File: src/rtl/eth_pkg.sv
// Shared constants and types for the Ethernet transmit path.
//   PREAMBLE_BYTE / SFD_BYTE : GMII frame-start symbols
//   PREAMBLE_LEN             : number of 0x55 bytes before the SFD
//   CRC_POLY                 : CRC-32 generator, normal (MSB-first) form
//   CRC_INIT                 : CRC register value at the start of a frame
//   CRC_RESIDUE              : register value after data plus a correct FCS
//   tx_state_e               : transmit FSM states
//   reflect32()              : bit reversal, turns CRC_POLY into its LSB-first form
package eth_pkg;

   localparam logic [7:0]  PREAMBLE_BYTE = 8'h55;
   localparam logic [7:0]  SFD_BYTE      = 8'hD5;
   localparam int          PREAMBLE_LEN  = 7;
   localparam logic [31:0] CRC_POLY      = 32'h04C11DB7;
   localparam logic [31:0] CRC_INIT      = 32'hFFFFFFFF;
   localparam logic [31:0] CRC_RESIDUE   = 32'hDEBB20E3;

   typedef enum logic [2:0] {
      ST_IDLE     = 3'd0,
      ST_PREAMBLE = 3'd1,
      ST_SFD      = 3'd2,
      ST_DATA     = 3'd3,
      ST_PAD      = 3'd4,
      ST_FCS      = 3'd5,
      ST_DROP     = 3'd6,
      ST_IFG      = 3'd7
   } tx_state_e;

   function automatic logic [31:0] reflect32(input logic [31:0] v);
      logic [31:0] r;
      for (int i = 0; i < 32; i++) begin
         r[i] = v[31 - i];
      end
      return r;
   endfunction

endpackage

File: src/rtl/eth_crc32_d8.sv
// One-byte-per-cycle CRC-32 update, purely combinational.
// The register is kept in reflected form: bit 0 of each data byte is
// processed first, matching the order bits leave on the Ethernet wire.
//   crc_in   : current CRC register
//   data_in  : byte to absorb
//   crc_out  : CRC register after absorbing data_in
module eth_crc32_d8
   import eth_pkg::*;
(
   input  logic [31:0] crc_in,
   input  logic [7:0]  data_in,
   output logic [31:0] crc_out
);

   localparam logic [31:0] POLY_REFL = reflect32(CRC_POLY);

   logic [31:0] crc_work;

   always_comb begin
      crc_work = crc_in;
      for (int i = 0; i < 8; i++) begin
         if (crc_work[0] ^ data_in[i]) begin
            crc_work = (crc_work >> 1) ^ POLY_REFL;
         end else begin
            crc_work = crc_work >> 1;
         end
      end
      crc_out = crc_work;
   end

endmodule

File: src/rtl/gmii_mac_tx.sv
// GMII transmit MAC: frames a byte stream with preamble/SFD, pads short
// payloads, appends the CRC-32 FCS and enforces the inter-frame gap.
//   gmii_tx_clk : sole clock, rising edge
//   reset       : synchronous, active-high
//   s_data/s_valid/s_last/s_ready : payload stream, destination MAC first
//   gmii_txd/gmii_tx_en/gmii_tx_er : registered GMII transmit outputs
//   busy        : high whenever the FSM is outside IDLE
// An underrun (s_valid low in DATA before s_last) emits one error symbol,
// then the rest of the frame is swallowed up to s_last.
module gmii_mac_tx
   import eth_pkg::*;
#(
   parameter int IFG_CYCLES  = 12,
   parameter int MIN_PAYLOAD = 60
) (
   input  logic       gmii_tx_clk,
   input  logic       reset,
   input  logic [7:0] s_data,
   input  logic       s_valid,
   input  logic       s_last,
   output logic       s_ready,
   output logic [7:0] gmii_txd,
   output logic       gmii_tx_en,
   output logic       gmii_tx_er,
   output logic       busy
);

   localparam logic [15:0] MIN_PAY_W = 16'(MIN_PAYLOAD);
   localparam logic [15:0] IFG_LAST  = 16'(IFG_CYCLES - 1);
   localparam logic [15:0] PRE_LAST  = 16'(PREAMBLE_LEN - 1);
   localparam logic [15:0] FCS_LAST  = 16'd3;

   tx_state_e   state_q, state_d;
   logic [15:0] byte_cnt_q, byte_cnt_d;   // payload + pad bytes, saturating
   logic [15:0] phase_q, phase_d;         // position inside PREAMBLE / FCS / IFG
   logic [31:0] crc_q, crc_d;
   logic [7:0]  txd_q, txd_d;
   logic        tx_en_q, tx_en_d;
   logic        tx_er_q, tx_er_d;

   logic [31:0] crc_next;
   logic [7:0]  crc_byte;
   logic [31:0] fcs_word;
   logic [7:0]  fcs_byte;
   logic [15:0] byte_inc;

   // Pad bytes are zero, so the CRC input is the stream byte only in DATA.
   assign crc_byte = (state_q == ST_DATA) ? s_data : 8'h00;

   eth_crc32_d8 u_crc (
      .crc_in  (crc_q),
      .data_in (crc_byte),
      .crc_out (crc_next)
   );

   assign fcs_word = ~crc_q;
   assign byte_inc = (byte_cnt_q == 16'hFFFF) ? byte_cnt_q : byte_cnt_q + 16'd1;

   // FCS goes out least-significant byte first.
   always_comb begin
      fcs_byte = fcs_word[7:0];
      case (phase_q[1:0])
         2'd0: fcs_byte = fcs_word[7:0];
         2'd1: fcs_byte = fcs_word[15:8];
         2'd2: fcs_byte = fcs_word[23:16];
         2'd3: fcs_byte = fcs_word[31:24];
         default: fcs_byte = fcs_word[7:0];
      endcase
   end

   always_comb begin
      state_d    = state_q;
      byte_cnt_d = byte_cnt_q;
      phase_d    = phase_q;
      crc_d      = crc_q;
      txd_d      = 8'h00;
      tx_en_d    = 1'b0;
      tx_er_d    = 1'b0;

      case (state_q)
         ST_IDLE: begin
            if (s_valid) begin
               // The first preamble byte is issued on the way out of IDLE so
               // that back-to-back frames are separated by exactly the IFG.
               state_d    = ST_PREAMBLE;
               phase_d    = 16'd1;
               byte_cnt_d = 16'd0;
               crc_d      = CRC_INIT;
               txd_d      = PREAMBLE_BYTE;
               tx_en_d    = 1'b1;
            end
         end

         ST_PREAMBLE: begin
            txd_d   = PREAMBLE_BYTE;
            tx_en_d = 1'b1;
            phase_d = phase_q + 16'd1;
            if (phase_q == PRE_LAST) begin
               state_d = ST_SFD;
            end
         end

         ST_SFD: begin
            txd_d   = SFD_BYTE;
            tx_en_d = 1'b1;
            state_d = ST_DATA;
         end

         ST_DATA: begin
            if (s_valid) begin
               txd_d      = s_data;
               tx_en_d    = 1'b1;
               crc_d      = crc_next;
               byte_cnt_d = byte_inc;
               if (s_last) begin
                  phase_d = 16'd0;
                  state_d = (byte_inc < MIN_PAY_W) ? ST_PAD : ST_FCS;
               end
            end else begin
               // Underrun: one error symbol, then the frame is abandoned.
               txd_d   = 8'h00;
               tx_en_d = 1'b1;
               tx_er_d = 1'b1;
               state_d = ST_DROP;
            end
         end

         ST_PAD: begin
            txd_d      = 8'h00;
            tx_en_d    = 1'b1;
            crc_d      = crc_next;
            byte_cnt_d = byte_inc;
            if (byte_inc >= MIN_PAY_W) begin
               phase_d = 16'd0;
               state_d = ST_FCS;
            end
         end

         ST_FCS: begin
            txd_d   = fcs_byte;
            tx_en_d = 1'b1;
            phase_d = phase_q + 16'd1;
            if (phase_q == FCS_LAST) begin
               phase_d = 16'd0;
               state_d = ST_IFG;
            end
         end

         ST_DROP: begin
            if (s_valid && s_last) begin
               phase_d = 16'd0;
               state_d = ST_IFG;
            end
         end

         ST_IFG: begin
            phase_d = phase_q + 16'd1;
            if (phase_q == IFG_LAST) begin
               phase_d = 16'd0;
               state_d = ST_IDLE;
            end
         end

         default: begin
            state_d = ST_IDLE;
         end
      endcase
   end

   always_ff @(posedge gmii_tx_clk) begin
      if (reset) begin
         state_q    <= ST_IDLE;
         byte_cnt_q <= 16'd0;
         phase_q    <= 16'd0;
         crc_q      <= CRC_INIT;
         txd_q      <= 8'h00;
         tx_en_q    <= 1'b0;
         tx_er_q    <= 1'b0;
      end else begin
         state_q    <= state_d;
         byte_cnt_q <= byte_cnt_d;
         phase_q    <= phase_d;
         crc_q      <= crc_d;
         txd_q      <= txd_d;
         tx_en_q    <= tx_en_d;
         tx_er_q    <= tx_er_d;
      end
   end

   assign s_ready    = (state_q == ST_DATA) || (state_q == ST_DROP);
   assign busy       = (state_q != ST_IDLE);
   assign gmii_txd   = txd_q;
   assign gmii_tx_en = tx_en_q;
   assign gmii_tx_er = tx_er_q;

endmodule
File: config.mk
export PLATFORM = sky130hd
export DESIGN_NAME = gmii_mac_tx
export DESIGN_NICKNAME = d
export VERILOG_FILES = /design/src/rtl/eth_pkg.sv /design/src/rtl/eth_crc32_d8.sv /design/src/rtl/gmii_mac_tx.sv
export SDC_FILE = /design/constraint.sdc
export NUM_CORES = 1
export LEC_CHECK = 0
export BUFFER_PORTS_ARGS = -buffer_cell sky130_fd_sc_hd__buf_2
export CAP_MARGIN = 20
export CORE_ASPECT_RATIO = 2
export CORE_MARGIN = 1
export CORE_UTILIZATION = 55
export DETAILED_ROUTE_END_ITERATION = 8
export PLACE_DENSITY = 0.72
export SLEW_MARGIN = 20
export SYNTH_ARGS = -nofsm -noshare
export SYNTH_HDL_FRONTEND = slang
export SYNTH_SLANG_ARGS = --single-unit
export TNS_END_PERCENT = 50
File: constraint.sdc
create_clock -name gmii_tx_clk -period 3.5 [get_ports gmii_tx_clk]
set_input_delay 0.175 -clock gmii_tx_clk [delete_from_list [all_inputs] [get_ports gmii_tx_clk]]
set_output_delay 0.175 -clock gmii_tx_clk [all_outputs]
set_load 0.05 [all_outputs]
==> run metrics <==
Antenna Nets Post-Route=0; Final period util=0.876; Layout Cells excl Fill=around 700; Area Growth Syn to Fin=8.95%; Rows=between 40 and 50; DRC Markers=0; Iter 0 DRT Violations=just over 300; latest clock arrival within the worst-skew pair=~0.35 ns; die area=about 9500 µm²; Worst Setup SP=state_q[0]$_SDFFE_PP0P_; starting density of the core=0.575; multi-input logic area=~3200 µm²; Seq/Total Area, Yosys=0.308; IO Port Bufs=23; WS Path Type=flip-flop to flip-flop; worst flop-to-flop path startpoint=state_q[0]$_SDFFE_PP0P_; worst-path fanout max=28; Total GRT Usage=0.303; top_reg_cell synth=dfxtp_1; worst path arrival time=~3.3 ns; Vias per Instance=roughly 6.5; async set-reset flop share out of synthesis=0; total CTS buffers=9; Core Area=between 8000 and 9000 µm²; startpoint types=flip-flop; CTS Buffer Depth=2; final net count=between 600 and 700; Syn. warnings=0; setup TNS=0 ns; Max transition margin=0.333; worst stage delay on the critical path=roughly 0.97 ns; first-pass GRT wire length=22.3 mm; Synth Instances=593; # clock sinks=77; CTS H-tree lvls=3; mapped cell area=roughly 5000 µm²; Setup crit end kind=flip-flop; overall die height=between 100 and 150 µm; Synth Area in Simple Gates=0.246; largest net degree at the start of global routing=47; Synth top area share=0.308; largest family of logic cells by synthesized area=simple AND/OR/NAND/NOR gates; EDFF count, synth=0; Cell Chain, Critical Path=nand4b_4, xor2_4, xnor2_4, xnor2_1, xnor2_1, nor4_1, nor2_1; io pins=24; CTS resizes=0; Final Wtd Congestion=approximately 0.95; TritonCTS clock tree=done; vias in the first global route=4470; P_leak=1.87 nW; Post-Syn Area per Cell=approximately 8.4 µm²; Max Fclk=326 MHz; Synth Area in Compound Gates=0.219; placed insts=686; adder and majority gate portion of the synthesized area=0.0125; Period minus WS final=around 3.1 ns; share of layout cells above drive strength 1=0.140; Layout fillers=766; hold_buf cts=0; antenna violations before repair=0; Least-Margin Pin Slew=between 0.9 and 1 ns; outcome=finished, final reports clean; maxcap violations=0; most frequent CP cell=xnor2_1; Post-Route WL=approximately 14 mm; synth top area cells=dfxtp_1 (31%), xnor2_1 (8.9%), nor2_1 (4.2%); Hold Crit Start=s_data[3]; slowest CP cell=dfxtp_1; Placed Instance Area=roughly 5100 µm²; ant diodes=0; total setup buffers inserted after CTS=0; xor-xnor portion of the synthesized cell area=0.157; #FFs+latches synth=between 70 and 80; clock root buffer=clkbuf_16; Yosys cell types=72; worst min-delay path class=primary input to flip-flop; Vias=4547; Finish-stage setup viols=0; proportion of synthesized area in mux cells=0.0115; Yosys top cell by area=dfxtp_1; Worst-path clk slew=approximately 0.06 ns; total gr overflow=0; Required @ worst endpoint=3.73 ns; worst clock skew=~0.004 ns; RSZ-0062 raised after global routing=no; Max Slew Vio Count=0; pwr dens=roughly 500 nW/µm²; register area=roughly 1500 µm²; Die X=69.5 µm; drt first pass iters=7; Mapped Nets=~600; Finished Cell Area=5450 µm²; WL per Instance=between 15 and 20 µm; commonest non-fill, non-tap cell in the layout=dfxtp_1; detailed placement HPWL=9.57 mm; final hold violations=0; commonest cells after routing, fill and taps aside=dfxtp_1 (77), nor2_1 (56), xnor2_1 (51); maximum vdd drop=roughly 0.00026 V
-- registers in the layout, summed over array words and instances (netlist names) --
name / count
crc_q: 32
phase_q: 16
byte_cnt_q: 16
gmii_tx_er: 1
gmii_tx_en: 1
state_q: 3
gmii_txd: 8
-- cell families (layout without fill, tap and decap cells) --
family	count (synthesis)	after routing
flops	77	77
mux	5	5
simple gates	228	228
compound gates	153	153
buf+inv	50	59
xor+xnor	75	75
fa+ha+maj	5	5
-- synth_stat cells (all sizes together) (14+ instances only) --
master,instances
xnor2,56
o22ai,28
nor3,17
a21oi,38
nand2,42
a311oi,14
dfxtp,77
nand2b,26
nand3,16
clkbuf,21
xor2,19
nor2,56
buf,19
-- path summary, 6_finish.rpt --
check | endpoint | slack [ns] | cells past startpoint
hold reg to reg | crc_q[21]$_SDFFE_PP1P_ | 0.51 | 2
setup / recovery | crc_q[18]$_SDFFE_PP1P_ | 0.43 | 7
hold / removal | gmii_txd[3]$_SDFF_PP0_ | 0.08 | 3
setup reg to reg | crc_q[18]$_SDFFE_PP1P_ | 0.43 | 7
-- metrics by stage --
| stage | power (mW) | setup slack (ns) | util | hold slack (ns) |
|---|---|---|---|---|
| floorplan | 1.49 | 1.24 | - | 0.316 |
| global placement | 1.64 | 0.542 | 0.589 | 0.433 |
| detailed placement | 1.65 | 0.513 | 0.589 | 0.436 |
| CTS | 2.67 | 0.517 | 0.626 | 0.0831 |
| global route | 2.77 | 0.198 | 0.626 | 0.108 |
| finish | 2.68 | 0.433 | 0.626 | 0.0849 |
-- cell type report --
type	count	area share
Timing Repair Buffer	33	0.0349
Clock buffer	12	0.0470
Clock inverter	4	0.0128
Inverter	10	0.00688
Tap cell	100	0.0229
Sequential cell	77	0.283
Multi-Input combinational cell	466	0.593
-- power breakdown --
part           total [mW]  leakage (nW)  internal, mW  switching [mW]
logic               0.683          1.08         0.232           0.450
clock network        1.03         0.163         0.661           0.373
registers           0.961         0.624         0.907          0.0541
-- critical path: cells and delay by family, from the launching register on --
kind             cells  cell delay [ns]
XOR/XNOR             4             1.50
flip-flops           1             0.97
AND/OR/NAND/NOR      3             0.48
-- routing by layer --
layer	track usage	routed length [µm]
met5	0	0
met4	0.203	776
met3	0.0501	536
met2	0.564	7540
met1	0.303	4920
(Power assumes the default switching activity.)
